**src/rtl/ultrasonic_ranger.sv**
```systemverilog
// HC-SR04-class range-finder controller: trigger generation, echo timing on a
// 1 us tick, centimetre conversion, timeout reporting and a power-of-two
// moving average of valid samples.
`timescale 1ns/1ps
module ultrasonic_ranger #(
  parameter int unsigned CLK_HZ     = 100_000_000,
  parameter int unsigned TRIG_US    = 10,
  parameter int unsigned PERIOD_MS  = 60,
  parameter int unsigned TIMEOUT_US = 25000,
  parameter int unsigned US_PER_CM  = 58,
  parameter int unsigned AVG_LOG2   = 2,
  parameter int unsigned DIST_W     = 9,
  parameter int unsigned CONTINUOUS = 1
) (
  input  logic              clk,
  input  logic              reset_p,
  input  logic              echo,
  input  logic              start,
  output logic              trigger,
  output logic [DIST_W-1:0] distance_cm,
  output logic              dist_valid,
  output logic              timeout_err,
  output logic              busy
);

  localparam int unsigned DIV       = CLK_HZ / 1_000_000;
  localparam int unsigned PRE_W     = (DIV > 1) ? $clog2(DIV) : 1;
  localparam int unsigned US_W      = $clog2(TIMEOUT_US + TRIG_US + 1);
  localparam int unsigned CMD_W     = (US_PER_CM > 1) ? $clog2(US_PER_CM) : 1;
  localparam int unsigned PERIOD_US = PERIOD_MS * 1000;
  localparam int unsigned PER_W     = $clog2(PERIOD_US + TRIG_US + 2 * TIMEOUT_US + 4);
  localparam int unsigned DEPTH     = 1 << AVG_LOG2;
  localparam int unsigned PTR_W     = (AVG_LOG2 > 0) ? AVG_LOG2 : 1;
  localparam int unsigned BUF_N     = 1 << PTR_W;
  localparam int unsigned SUM_W     = DIST_W + AVG_LOG2;

  typedef enum logic [2:0] {
    S_IDLE, S_TRIG, S_WAIT_RISE, S_MEASURE, S_DONE, S_FAIL, S_GAP
  } state_t;

  state_t              r_state, w_next;
  logic                r_arm;
  logic                r_echo_s1, r_echo_s2, r_echo_d;
  logic [PRE_W-1:0]    r_pre;
  logic [US_W-1:0]     r_us_cnt;
  logic [CMD_W-1:0]    r_cm_div;
  logic [DIST_W-1:0]   r_cm_cnt;
  logic [PER_W-1:0]    r_per_cnt;
  logic [DIST_W-1:0]   r_buf [BUF_N];
  logic [PTR_W-1:0]    r_wptr;
  logic                r_empty;
  logic [SUM_W-1:0]    r_sum;
  logic                r_upd;
  logic                r_trigger, r_valid, r_terr;
  logic [DIST_W-1:0]   r_dist;

  logic                w_tick, w_rise, w_fall, w_enter_trig;
  logic [PER_W-1:0]    w_per_next;

  assign w_tick       = (r_pre == PRE_W'(DIV - 1));
  assign w_rise       = r_echo_s2 & ~r_echo_d;
  assign w_fall       = ~r_echo_s2 & r_echo_d;
  assign w_enter_trig = (w_next == S_TRIG) && (r_state != S_TRIG);
  // Period count including the tick of the current cycle, so the next trigger
  // starts exactly PERIOD_US ticks after the previous one.
  assign w_per_next   = r_per_cnt + PER_W'(w_tick);

  assign trigger     = r_trigger;
  assign distance_cm = r_dist;
  assign dist_valid  = r_valid;
  assign timeout_err = r_terr;
  assign busy        = (r_state != S_IDLE);

  // Echo synchroniser, edge-detect copy and start-arming flag
  always_ff @(posedge clk or posedge reset_p) begin
    if (reset_p) begin
      r_echo_s1 <= 1'b0;
      r_echo_s2 <= 1'b0;
      r_echo_d  <= 1'b0;
      r_arm     <= 1'b0;
    end else begin
      r_echo_s1 <= echo;
      r_echo_s2 <= r_echo_s1;
      r_echo_d  <= r_echo_s2;
      r_arm     <= 1'b1;
    end
  end

  // State register
  always_ff @(posedge clk or posedge reset_p) begin
    if (reset_p) r_state <= S_IDLE;
    else         r_state <= w_next;
  end

  // Next-state logic
  always_comb begin
    w_next = r_state;
    unique case (r_state)
      S_IDLE:      if (r_arm && ((CONTINUOUS != 0) || start)) w_next = S_TRIG;
      S_TRIG:      if (w_tick && (r_us_cnt == US_W'(TRIG_US - 1))) w_next = S_WAIT_RISE;
      S_WAIT_RISE: begin
        if (w_rise) w_next = S_MEASURE;
        else if (w_tick && (r_us_cnt == US_W'(TIMEOUT_US - 1))) w_next = S_FAIL;
      end
      S_MEASURE: begin
        if (w_fall) w_next = S_DONE;
        else if (w_tick && (r_us_cnt == US_W'(TIMEOUT_US - 1))) w_next = S_FAIL;
      end
      S_DONE:      w_next = S_GAP;
      S_FAIL:      w_next = S_GAP;
      S_GAP: begin
        if (CONTINUOUS == 0) w_next = S_IDLE;
        else if (w_per_next >= PER_W'(PERIOD_US)) w_next = S_TRIG;
      end
      default:     w_next = S_IDLE;
    endcase
  end

  // Microsecond prescaler, per-state us counter and trigger-to-trigger period counter
  always_ff @(posedge clk or posedge reset_p) begin
    if (reset_p) begin
      r_pre     <= '0;
      r_us_cnt  <= '0;
      r_per_cnt <= '0;
    end else begin
      if (w_enter_trig || w_tick) r_pre <= '0;
      else                        r_pre <= r_pre + 1'b1;

      if (w_next != r_state) r_us_cnt <= '0;
      else if (w_tick)       r_us_cnt <= r_us_cnt + 1'b1;

      if (w_enter_trig)                      r_per_cnt <= '0;
      else if ((r_state != S_IDLE) && w_tick) r_per_cnt <= r_per_cnt + 1'b1;
    end
  end

  // Centimetre conversion; the tick of the falling-edge cycle is still counted
  always_ff @(posedge clk or posedge reset_p) begin
    if (reset_p) begin
      r_cm_div <= '0;
      r_cm_cnt <= '0;
    end else if ((r_state == S_WAIT_RISE) && w_rise) begin
      r_cm_div <= '0;
      r_cm_cnt <= '0;
    end else if ((r_state == S_MEASURE) && w_tick) begin
      if (r_cm_div == CMD_W'(US_PER_CM - 1)) begin
        r_cm_div <= '0;
        if (r_cm_cnt != '1) r_cm_cnt <= r_cm_cnt + 1'b1;
      end else begin
        r_cm_div <= r_cm_div + 1'b1;
      end
    end
  end

  // Circular sample buffer and running sum; the first sample primes every slot
  always_ff @(posedge clk or posedge reset_p) begin
    if (reset_p) begin
      for (int unsigned i = 0; i < BUF_N; i++) r_buf[i] <= '0;
      r_wptr  <= '0;
      r_empty <= 1'b1;
      r_sum   <= '0;
    end else if (r_state == S_DONE) begin
      if (r_empty) begin
        for (int unsigned i = 0; i < BUF_N; i++) r_buf[i] <= r_cm_cnt;
        r_sum   <= SUM_W'(r_cm_cnt) << AVG_LOG2;
        r_empty <= 1'b0;
      end else begin
        r_buf[r_wptr] <= r_cm_cnt;
        r_sum         <= r_sum + SUM_W'(r_cm_cnt) - SUM_W'(r_buf[r_wptr]);
        r_wptr        <= (r_wptr == PTR_W'(DEPTH - 1)) ? '0 : r_wptr + 1'b1;
      end
    end
  end

  // Registered outputs: trigger, averaged distance with its strobe, timeout strobe
  always_ff @(posedge clk or posedge reset_p) begin
    if (reset_p) begin
      r_trigger <= 1'b0;
      r_upd     <= 1'b0;
      r_valid   <= 1'b0;
      r_terr    <= 1'b0;
      r_dist    <= '0;
    end else begin
      r_trigger <= (w_next == S_TRIG);
      r_upd     <= (r_state == S_DONE);
      r_valid   <= r_upd;
      r_terr    <= (r_state == S_FAIL);
      if (r_upd) r_dist <= DIST_W'(r_sum >> AVG_LOG2);
    end
  end

endmodule

```
**config.mk**
```make
export PLATFORM = sky130hd
export DESIGN_NAME = ultrasonic_ranger
export DESIGN_NICKNAME = d
export VERILOG_FILES = /design/src/rtl/ultrasonic_ranger.sv
export SDC_FILE = /design/constraint.sdc
export NUM_CORES = 1
export LEC_CHECK = 0
export CORE_MARGIN = 10
export CORE_UTILIZATION = 60
export DETAILED_ROUTE_END_ITERATION = 10
export PLACE_DENSITY = 0.85
export SYNTH_ARGS = -nofsm -noshare
export SYNTH_HDL_FRONTEND = slang
export SYNTH_SLANG_ARGS = --single-unit
```
**constraint.sdc**
```tcl
create_clock -name clk -period 6 [get_ports clk]
set_clock_uncertainty 0.1 [all_clocks]
set_input_delay 1.2 -clock clk [delete_from_list [all_inputs] [get_ports clk]]
set_output_delay 1.2 -clock clk [all_outputs]
set_load 0.05 [all_outputs]
```
==> results.json <==
{
  "outcome": "finished, final reports clean",
  "cpMaxStageDelayCell": "dfrtp_1",
  "hp-class": "flop to flop",
  "cp-end-kind": "flop",
  "rr_worst_depth": 11,
  "relSlewSlack_pct": 29.68,
  "fin_nets": 689,
  "power_switching_uw": 432.5,
  "finalSetupViolations": 0,
  "start_util_pct": 61.67,
  "switching_share_pct": 22.05,
  "area_growth_pct": 11.67,
  "crit_chain": "mux4_2, fa_1, inv_1, fa_1, a21oi_1, o2111ai_1, a31o_2, a21oi_1, xnor2_1, or4_1, nand3_1",
  "clk_latency_ns": 0.42,
  "num_antenna_cells": 0,
  "worst-path-buf-inv": 1,
  "port_buffers": 15,
  "finalCriticalPeriod_ns": 4.220,
  "ir_worst_vdd_mv": 0.2044,
  "reg2reg_to": "r_sum[10]$_DFFE_PP0P_",
  "crit_path_start_kind": "flop",
  "num_vias": 4738,
  "ios": 17,
  "internal_power_uw": 1529,
  "syn_nets": 678,
  "dieArea_um2": 15880,
  "power.share.sequential_pct": 45.7,
  "power-per-cell-area_nw_per_um2": 260.5,
  "clock_power_share_pct": 49.8,
  "maxCapViolCount": 0,
  "die_h_um": 126.0,
  "post-cts-setup-buffer-count": 0,
  "whs_path_depth": 0,
  "hold_slack_ns": 0.2504,
  "syn_inst": 640,
  "antenna_found_initial": 0,
  "place_congestion": 0.9046,
  "via_per_inst": 5.900,
  "critical_path_arrival_ns": 4.47,
  "place_hpwl_um": 8937,
  "drc": 0,
  "ff2ff_setup_slack_ns": 1.78,
  "grt_pass1_wl_um": 23120,
  "rsz0062_at_grt": "no",
  "cp_slowest_stage_delay_ns": 0.80,
  "dp_cells": 772,
  "cts_root_buffer": "clkbuf_16",
  "grt_overflow": 0,
  "rows": 38,
  "avgSynthCellArea_um2": 10.54,
  "syn_area_um2": 6744,
  "yosys_warnings": 0,
  "crit_path_max_fanout": 13,
  "postCtsHoldBufs": 0,
  "tns_ns": 0,
  "synth.distinct_cells": 66,
  "comb_power_share_pct": 4.6,
  "totalWireLength_um": 13170,
  "core_um2": 10940,
  "grt_pass1_vias": 4904,
  "clock-sinks": 124,
  "cts_buffer_depth": 2,
  "reg2reg_from": "r_wptr[0]$_DFFE_PP0P_",
  "fp.dieW_um": 126.0,
  "cts_max_level": 4,
  "ant_nets": 0,
  "synth_edf_count": 0,
  "stdcell_count": 803,
  "worst_slack_ns": 1.780,
  "cts-buffers-inserted": 17,
  "layout-drive-gt1-share_pct": 15.23,
  "ys_seq_elements": 124,
  "hold_viol": 0,
  "synthArstFlopShare_pct": 100.0,
  "cp.required_ns": 6.25,
  "wl_per_cell_um": 16.39,
  "track_usage_pct": 17.44,
  "whs_endpoint": "r_echo_s2$_DFF_PP0_",
  "path_class": "flop to flop",
  "dr.pass1.iters": 5,
  "yosysSeqAreaShare_pct": 46.03,
  "leakage_uw": 0.003457,
  "drt_iter0_drc": 315,
  "fmax_mhz": 237.0,
  "finalCritPeriodShare_pct": 70.33,
  "path_delay_family": "compound AO/OA/AOI/OAI gates",
  "fillers": 792,
  "slew_violations": 0,
  "place_ws_ns": 1.813,
  "worstHoldStart": "r_echo_s1$_DFF_PP0_",
  "grt_max_degree": 90,
  "cts_resized": 0,
  "cts_tree": "yes",
  "ys.flop_type": "dfrtp_1",
  "path_clk_slew_ns": 0.05,
  "worstMarginPinSlew_ns": 1.055
}
-- per-stage QoR --
stage	power [uW]	cell area, um^2	util [%]
3_3_place_gp	990.7	6972	63.75
6_report	1962	7531	68.87
2_1_floorplan	973.6	6744	-
3_5_place_dp	998.0	6972	63.75
5_1_grt	2031	7531	68.87
4_1_cts	1974	7531	68.87
-- per-layer routing --
layer  global-route usage (%)  up-vias  share of wire, %
met5                        0        -                 0
met4                    8.439        0               2.7
met3                    4.698       30               4.5
met2                    28.98      129                50
met1                    20.49     2320                42
li1                         -     2259                 -
-- synth_stat cells (4+ instances only) --
cell	instances	share of area [%]
or3_1	5	0.46
nand3b_1	4	0.45
and3_1	12	1.1
a211oi_1	7	0.78
nand4_1	15	1.4
nor3_1	14	1.0
nand2_1	34	1.9
fa_1	9	2.7
nor2b_1	5	0.46
mux4_2	9	3.0
buf_2	5	0.37
o21ai_0	27	2.0
ha_1	25	4.6
a21oi_1	21	1.6
xnor2_1	20	2.6
inv_1	45	2.5
clkbuf_1	16	0.89
xor2_1	31	4.0
nor4_1	5	0.46
nor2_1	71	4.0
or3b_2	4	0.52
nand3_1	25	1.9
nand2b_1	5	0.46
a21o_1	6	0.67
dfrtp_1	123	46
mux2_2	45	7.5
-- layout make-up --
| class | instances | area, um^2 | area share, % |
|---|---|---|---|
| clock buffer | 22 | 464.2 | 6.164 |
| clock inverter | 9 | 95.09 | 1.263 |
| inverter | 45 | 171.4 | 2.276 |
| multi-input combinational | 446 | 3356 | 44.56 |
| sequential | 124 | 3104 | 41.22 |
| tap | 140 | 175.2 | 2.326 |
| timing repair buffer | 17 | 165.2 | 2.193 |
-- worst register-to-register path, cell delays in order (launching register included) --
cell and delay, ns:
dfrtp_1 0.80, mux4_2 0.61, fa_1 0.51, inv_1 0.08
fa_1 0.47, a21oi_1 0.30, o2111ai_1 0.25, a31o_2 0.29
a21oi_1 0.16, xnor2_1 0.09, or4_1 0.39, nand3_1 0.10
-- registers in the layout, indices dropped and copies added, names as in the netlist --
name,flops
trigger,1
r_empty,1
r_wptr,2
dist_valid,1
r_per_cnt,17
r_sum,11
r_echo_s2,1
r_cm_div,6
distance_cm,9
r_echo_d,1
r_cm_cnt,9
r_echo_s1,1
r_buf,36
r_arm,1
r_state,3
r_pre,7
r_us_cnt,15
timeout_err,1
r_upd,1
-- cell families (layout without fill, tap and decap cells) --
| logic type | count (synthesis) | in the layout | share of synthesized area, % |
|---|---|---|---|
| compound gates | 88 | 88 | 8.794 |
| xor+xnor | 51 | 51 | 6.623 |
| other cells | 1 | 1 | 0.05561 |
| buf+inv | 70 | 93 | 4.211 |
| flops | 124 | 124 | 46.03 |
| mux | 54 | 54 | 10.52 |
| simple gates | 218 | 218 | 16.46 |
| fa+ha+maj | 34 | 34 | 7.310 |
-- power groups by stage --
stage	Sequential (uW)	Combinational (uW)	Clock, uW
after floorplan	902	71.9	0
after global placement	906	84.9	0
after detailed placement	907	90.7	0
after CTS	895	92.0	988
after global routing	900	103	1030
final	896	89.9	976
-- worst max-delay path by stage --
stage | slack (ns) | from | cells past startpoint | endpoint
6_report | 1.78 | r_wptr[0]$_DFFE_PP0P_ | 11 | r_sum[10]$_DFFE_PP0P_
5_1_grt | 1.50 | r_wptr[0]$_DFFE_PP0P_ | 11 | r_sum[10]$_DFFE_PP0P_
3_5_place_dp | 1.81 | r_wptr[0]$_DFFE_PP0P_ | 11 | r_sum[10]$_DFFE_PP0P_
3_3_place_gp | 1.91 | r_wptr[0]$_DFFE_PP0P_ | 11 | r_sum[10]$_DFFE_PP0P_
4_1_cts | 1.79 | r_wptr[0]$_DFFE_PP0P_ | 11 | r_sum[10]$_DFFE_PP0P_
2_1_floorplan | 1.40 | reset_p | 1 | dist_valid$_DFF_PP0_
-- cells in the final DEF (no fill, tap or decap), types with 6 or more instances in the layout --
master,n
a211oi_1,7
ha_1,25
fa_1,9
clkinv_2,7
xor2_1,31
nand4_1,15
nand3_1,25
and3_1,12
mux4_2,9
nor2_1,71
o21ai_0,27
a21o_1,6
nor3_1,14
inv_1,44
dfrtp_1,123
clkdlybuf4s50_1,15
a21oi_1,21
mux2_2,45
nand2_1,34
xnor2_1,20
clkbuf_16,17
No activity file was read; power rests on OpenSTA's default activity.
